$ cat src/rtl/port_alloc_pkg.sv
// rtl/port_alloc_pkg.sv - shared router parameters and types for port allocation
package port_alloc_pkg;

    localparam int NUM_PORT = 5;
    localparam int PRIO_W   = 3;
    localparam int VEC_W    = NUM_PORT * NUM_PORT;

    localparam logic [PRIO_W:0] NUM_PORT_S = (PRIO_W + 1)'(NUM_PORT);

    typedef logic [NUM_PORT-1:0] port_mask_t;
    typedef logic [PRIO_W-1:0]   prio_t;

    // Modulo-NUM_PORT add; both operands are assumed to already be in range.
    function automatic prio_t wrap_add(prio_t base, prio_t ofs);
        logic [PRIO_W:0] sum;
        sum = {1'b0, base} + {1'b0, ofs};
        if (sum >= NUM_PORT_S) begin
            sum = sum - NUM_PORT_S;
        end
        return sum[PRIO_W-1:0];
    endfunction

endpackage

$ cat src/rtl/port_alloc_slice.sv
// rtl/port_alloc_slice.sv - one greedy grant step: lowest free requested output
module port_alloc_slice
    import port_alloc_pkg::*;
(
    input  port_mask_t req,
    input  port_mask_t taken_in,
    output port_mask_t grant,
    output port_mask_t taken_out
);

    port_mask_t avail;

    assign avail     = req & ~taken_in;
    // Isolate the lowest set bit of the still-available requests.
    assign grant     = avail & (~avail + port_mask_t'(1));
    assign taken_out = taken_in | grant;

endmodule

$ cat src/rtl/port_alloc_wrapper.sv
// rtl/port_alloc_wrapper.sv - rotating-priority greedy allocator built from a slice chain
module port_alloc_wrapper
    import port_alloc_pkg::*;
(
    input  logic             clk,
    input  logic             reset,
    input  logic [VEC_W-1:0] reqVector,
    output logic [VEC_W-1:0] allocVector
);

    prio_t                          prio;
    logic [NUM_PORT-1:0][NUM_PORT-1:0] chain_req;
    logic [NUM_PORT-1:0][NUM_PORT-1:0] chain_grant;
    logic [NUM_PORT:0][NUM_PORT-1:0]   taken;
    logic                           any_grant;

    assign taken[0] = '0;

    // Chain position k serves input (prio + k) mod NUM_PORT.
    always_comb begin
        chain_req = '0;
        for (int k = 0; k < NUM_PORT; k++) begin
            chain_req[k] = reqVector[int'(wrap_add(prio, prio_t'(k)))*NUM_PORT +: NUM_PORT];
        end
    end

    for (genvar k = 0; k < NUM_PORT; k++) begin : g_slice
        port_alloc_slice u_slice (
            .req       (chain_req[k]),
            .taken_in  (taken[k]),
            .grant     (chain_grant[k]),
            .taken_out (taken[k+1])
        );
    end

    always_comb begin
        allocVector = '0;
        for (int k = 0; k < NUM_PORT; k++) begin
            allocVector[int'(wrap_add(prio, prio_t'(k)))*NUM_PORT +: NUM_PORT] = chain_grant[k];
        end
    end

    assign any_grant = |allocVector;

    always_ff @(posedge clk) begin
        if (reset) begin
            prio <= '0;
        end else if (any_grant) begin
            prio <= wrap_add(prio, prio_t'(1));
        end
    end

endmodule

$ cat config.mk
export PLATFORM = sky130hd
export DESIGN_NAME = port_alloc_wrapper
export DESIGN_NICKNAME = d
export VERILOG_FILES = /design/src/rtl/port_alloc_pkg.sv /design/src/rtl/port_alloc_slice.sv /design/src/rtl/port_alloc_wrapper.sv
export SDC_FILE = /design/constraint.sdc
export NUM_CORES = 1
export LEC_CHECK = 0
export ABC_AREA = 1
export BUFFER_PORTS_ARGS = -buffer_cell sky130_fd_sc_hd__buf_4
export CAP_MARGIN = 30
export CELL_PAD_IN_SITES_DETAIL_PLACEMENT = 1
export CELL_PAD_IN_SITES_GLOBAL_PLACEMENT = 1
export CORE_ASPECT_RATIO = 1.2
export CORE_UTILIZATION = 41
export DETAILED_ROUTE_END_ITERATION = 10
export PLACE_DENSITY_LB_ADDON = 0.1
export REMOVE_ABC_BUFFERS = 1
export SYNTH_ARGS = -nofsm -noshare
export SYNTH_HDL_FRONTEND = slang
export SYNTH_SLANG_ARGS = --single-unit
$ cat constraint.sdc
create_clock -name clk -period 5.6 [get_ports clk]
set_input_delay 1.12 -clock clk [delete_from_list [all_inputs] [get_ports clk]]
set_output_delay 1.12 -clock clk [all_outputs]
set_load 0.01 [all_outputs]
Yosys cells after proc, flatten, opt, wreduce, memory -nomap -nowiden
Index checks and enable logic that the tools add are counted.
{ "classes": {"addsub": 19, "multipliers": 5, "n_lt_le_gt_ge": 5, "shift": 15, "mux": 9, "bitwise": 22, "n_reduce_logical": 1} }
{ "ops": {"columns": ["op", "n"], "rows": [
  ["6-bit negation with 33-bit output", 5],
  ["5-bit by 33-bit variable shift with 25-bit output (first input constant)", 5],
  ["5-bit by 33-bit indexed part select with 25-bit output", 5],
  ["25-bit by 32-bit indexed part select with 5-bit output", 5],
  ["25-bit bitwise mux", 4],
  ["5-bit bitwise AND", 9],
  ["5-bit inverter", 9],
  ["3-bit by 3-bit multiplier with 6-bit output (second input constant)", 5],
  ["5-bit by 1-bit adder with 5-bit output (second input constant)", 5],
  ["25-bit bitwise AND", 1],
  ["25-bit OR reduction", 1],
  ["4-bit by 3-bit >= comparator with 1-bit output (second input constant)", 4],
  ["3-bit 2-to-1 mux", 5],
  ["5-bit bitwise OR", 3],
  ["3-bit subtractor (second input constant)", 5],
  ["3-bit by 2-bit adder with 4-bit output (second input constant)", 2],
  ["3-bit by 1-bit adder with 4-bit output (second input constant)", 1],
  ["3-bit by 3-bit adder with 4-bit output (second input constant)", 1],
  ["3-bit >= comparator (second input constant)", 1]
]} }
{ "word_totals": {"reg_bits": 3, "inputBits": 27} }

Logic depth before layout (Yosys ltp)
{ "logic_depth": {"depth_word": 33, "depth_mapped": 34} }

Cells and area by module
A second synthesis with hierarchy kept.
{ "hier_totals": {"hier_cells": 968, "area_unflattened_um2": 5292.6} }
{ "modules_own_cells": {"columns": ["module", "n_inst", "cells_per_inst", "area_per_inst_um2", "seq_area_each_um2"], "rows": [
  ["port_alloc_wrapper", 1, 853, 4591.9, 60.1],
  ["port_alloc_slice", 5, 23, 140.1, 0.0]
]} }

Least setup slack after synthesis
OpenSTA, ideal clock, no wires.
{ "synth_timing": {"path_kind": "reg2out", "startpoint": "register prio[1]", "endpoint": "output port allocVector[20]", "t_arrival_ns": 3.725, "setup_slack_ns": 0.755, "stages_incl_launch_ff": 18, "n_path_buf": 4, "path_cell_list": "dfxtp_1 -> inv_1 -> ha_1 -> ha_1 -> clkbuf_1 -> nand2_1 -> nand2_1 -> nand2_1 -> nand2_1 -> buf_2 -> buf_2 -> buf_1 -> ha_1 -> nor4_2 -> inv_1 -> nand2_1 -> nand2_1 -> a21oi_1"} }
{ "synth_between": {"elab_chain_len": 32, "word_cells_on_any_way": 75} }
{ "synth_rtl": {"columns": ["item", "line_no", "source"], "rows": [
  ["start: declaration", "port_alloc_wrapper.sv:11", "prio_t prio;"],
  ["start signal: assignment", "port_alloc_wrapper.sv:49", "prio <= wrap_add(prio, prio_t'(1));"],
  ["3-bit subtractor / 3-bit >= comparator (equally long branches)", "port_alloc_pkg.sv:18, port_alloc_pkg.sv:17", null],
  ["3-bit 2-to-1 mux", "port_alloc_pkg.sv:17", "if (sum >= NUM_PORT_S) begin"],
  ["3-bit by 3-bit multiplier with 6-bit output", "port_alloc_wrapper.sv:23, port_alloc_wrapper.sv:39", null],
  ["25-bit by 32-bit indexed part select with 5-bit output", "port_alloc_wrapper.sv:23", "chain_req[k] = reqVector[int'(wrap_add(prio, prio_t'(k)))*NUM_PORT +: NUM_PORT];"],
  ["5-bit inverter", "port_alloc_slice.sv:15", "assign grant = avail & (~avail + port_mask_t'(1));"],
  ["5-bit by 1-bit adder with 5-bit output", "port_alloc_slice.sv:15", null],
  ["5-bit bitwise AND", "port_alloc_slice.sv:15", null],
  ["5-bit inverter", "port_alloc_slice.sv:13", "assign avail = req & ~taken_in;"],
  ["(+16 left out)", null, null],
  ["5-bit bitwise OR", "port_alloc_slice.sv:16", "assign taken_out = taken_in | grant;"],
  ["5-bit inverter", "port_alloc_slice.sv:13", null],
  ["5-bit bitwise AND", "port_alloc_slice.sv:13", null],
  ["5-bit inverter", "port_alloc_slice.sv:15", null],
  ["5-bit by 1-bit adder with 5-bit output", "port_alloc_slice.sv:15", null],
  ["5-bit bitwise AND", "port_alloc_slice.sv:15", null],
  ["5-bit by 33-bit indexed part select with 25-bit output", "port_alloc_wrapper.sv:39", "allocVector[int'(wrap_add(prio, prio_t'(k)))*NUM_PORT +: NUM_PORT] = chain_grant[k];"],
  ["25-bit bitwise mux (*)", "port_alloc_wrapper.sv:39", null],
  ["end: declaration", "port_alloc_wrapper.sv:8", "output logic [VEC_W-1:0] allocVector"]
]} }
Every way passes the cells marked *; elsewhere a longest branch is shown, timed or not.

Worst setup path after layout
{ "layout_timing": {"startpoint": "register prio[1]", "endpoint": "output port allocVector[24]"} }
Same word-level chain as after synthesis.

==> flow_metrics.env <==
export IMPL_outcome="finished clean"
export IMPL_path_max_fanout=11
export IMPL_synth_top_family_by_area="simple AND/OR/NAND/NOR gates"
export IMPL_drive_above_1_share_pct=20.3
export IMPL_yosysMostFrequentCell="nand2_1"
export IMPL_drt_iter0_markers=294
export IMPL_grt_pass1_wl_mm=30.8
export IMPL_syn_inst=820
export IMPL_relSlewSlack_pct=48.5
export IMPL_die_area_mm2=0.0109
export IMPL_async_flop_share_pct=0
export IMPL_arrival_ns=4.22
export IMPL_die_y_um=114
export IMPL_synthSimpleGateAreaFrac_pct=55.9
export IMPL_synthXorXnorAreaFrac_pct=1.02
export IMPL_ys_top_cells_by_count="nand2_1 (246), inv_1 (114), nand3_1 (77)"
export IMPL_clk_path_buf_depth=2
export IMPL_cts_tree="built"
export IMPL_wl_per_cell_um=19.9
export IMPL_cpPeakStageDelay_ns=0.42
export IMPL_fin_skew_ns=0.000919
export IMPL_regMostFlops="prio"
export IMPL_start_util_pct=42.4
export IMPL_synthAdderAreaFrac_pct=6.02
export IMPL_setup_viol=0
export IMPL_synth_top_cells_by_area="nand2_1 (22%), inv_1 (10%), nand3_1 (9.0%)"
export IMPL_synth_top_cell_by_area="nand2_1"
export IMPL_dp_cells=1000
export IMPL_nNetsFinal=928
export IMPL_grt_total_usage_pct=37.2
export IMPL_synth_ff_type="dfxtp_1"
export IMPL_first_global_vias=5875
export IMPL_diodes=0
export IMPL_ys_types=50
export IMPL_finalCritPeriodShare_pct=95.4
export IMPL_ys_seq_area_share_pct=1.40
export IMPL_antenna_found_initial=0
export IMPL_setup_tns_ns=0
export IMPL_cap_violations=0
export IMPL_place_gp_congestion=0.999
export IMPL_dr_pass1_iters=4
export IMPL_synth_top_cell_area_share_pct=21.6
export IMPL_cp_common_cell="nand2_1"
export IMPL_syn_avg_cell_area_um2=5.22
export IMPL_period_minus_slack_ns=5.34
export IMPL_fillers=1542
export IMPL_grt_overflow_total=0
export IMPL_core_area_mm2=0.0101
export IMPL_synth_compound_area_share_pct=21.6
export IMPL_max_freq_mhz=187
export IMPL_synthesis_area_mm2=0.00428
export IMPL_grt_max_degree=22
export IMPL_synth_seq_cells=3
export IMPL_worst_setup_path_type="register to primary output"
export IMPL_die_w_um=95.3
export IMPL_clock_sinks=3
export IMPL_synth_warnings=0
export IMPL_reg_largest_list="prio: 3 flops"
export IMPL_muxShareOfSynthArea_pct=0
export IMPL_hold_ws_ns=0.698
export IMPL_htree_levels=1
export IMPL_critical_path_top_delay_family="simple AND/OR/NAND/NOR gates"
export IMPL_cp_buffers_inverters=5
export IMPL_multiInputGateArea_mm2=0.00366
export IMPL_worstSkewPairLatency_ns=0.22
export IMPL_cts_buffers=3
export IMPL_worstPathRequired_ns=4.48
export IMPL_hold_path_class="register to register"
export IMPL_rsz0062_at_grt="false"
export IMPL_largest_register_ffs=3
export IMPL_drt_total_wl_mm=20.0
export IMPL_regArea_um2=61.3
export IMPL_area_growth_pct=17.0
export IMPL_cts_root_buf="clkbuf_16"
export IMPL_rows=40
export IMPL_ant_nets=0
export IMPL_num_vias=5912
export IMPL_ctsHoldBuffers=0
export IMPL_drc=0
export IMPL_synth_edf_count=0
export IMPL_viasPerCell=5.88
export IMPL_stdcell_count=1006
export IMPL_startpoint_type="register"
export IMPL_clk_pin_slew_worst_paths_ns=0.03
export IMPL_end_kind="primary output"
export IMPL_worst_pin_slew_ns=0.766
export IMPL_slew_violations=0
export IMPL_hold_viol_final=0
export IMPL_slowest_stage="dfxtp_2"
export IMPL_hpwl_mm=17.0
export IMPL_io_pins=52
export IMPL_io_buffers=51
final cells by class:
class / instances / share of cell area [%]
tap: 126 / 3.14
sequential: 3 / 1.22
multi-input combinational: 667 / 72.9
clock buffer: 4 / 1.57
inverter: 134 / 10.1
timing repair buffer: 72 / 11.0
stage by stage:
step	cell area, µm²	setup WS [ns]	util, %
after CTS	4950	0.0829	48.9
after global placement	4870	0.434	48.2
after floorplan	4190	0.611	-
after detailed placement	4870	0.329	48.2
after global routing	5010	0.00686	49.6
final	5010	0.259	49.6
worst paths after layout:
check / endpoint / cells past startpoint / slack [ns] / startpoint
hold / removal: prio[0] / 4 / 0.70 / prio[0]
setup / recovery: allocVector[24] / 25 / 0.26 / prio[1]
hold reg to reg: prio[0] / 4 / 0.70 / prio[0]
setup reg to reg: prio[1] / 27 / 0.87 / prio[1]
what timing repair did:
| item | CTS | global route |
|---|---|---|
| setup buffers | 0 | 2 |
| setup endpoints to repair | 0 | 17 |
| resized for setup | 0 | 10 |
tightest hold or removal path: cells and delay by family (launching register included):
kind | cells | cell delay, ns
buffers and inverters | 1 | 0.10
DFF | 1 | 0.34
and+or+nand+nor | 3 | 0.22
cells by family after synthesis:
logic type,Yosys count
xor gates and xnor gates,5
buffers and inverters,150
AOI/OAI and AO/OA,152
and+or+nand+nor,490
adders and majority gates,20
DFF,3
cells in the final DEF (no fill, tap or decap), types with 8 or more instances in the layout:
cell and instances:
ha_1 19, buf_4 71, nor2_1 70, nor3_1 9
a21oi_1 36, nor2_2 8, o21ai_0 48, o22ai_1 12
nand2_4 8, nand2_2 23, nand3_1 77, nor2_4 10
o211ai_1 20, inv_2 19, nand4_1 13, nand2_1 244
inv_1 114
per-layer routing:
layer | GRT usage [%] | share of wire, % | vias to the layer above
met3 | 2.60 | 4.9 | 82
met2 | 64.4 | 49 | 229
li1 | - | - | 2806
met1 | 45.4 | 40 | 2795
met5 | 0 | 0 | -
met4 | 18.8 | 6.0 | 0
Power is not shown: default switching activity piles up to over one toggle a cycle in this logic, so the estimate is an artifact.
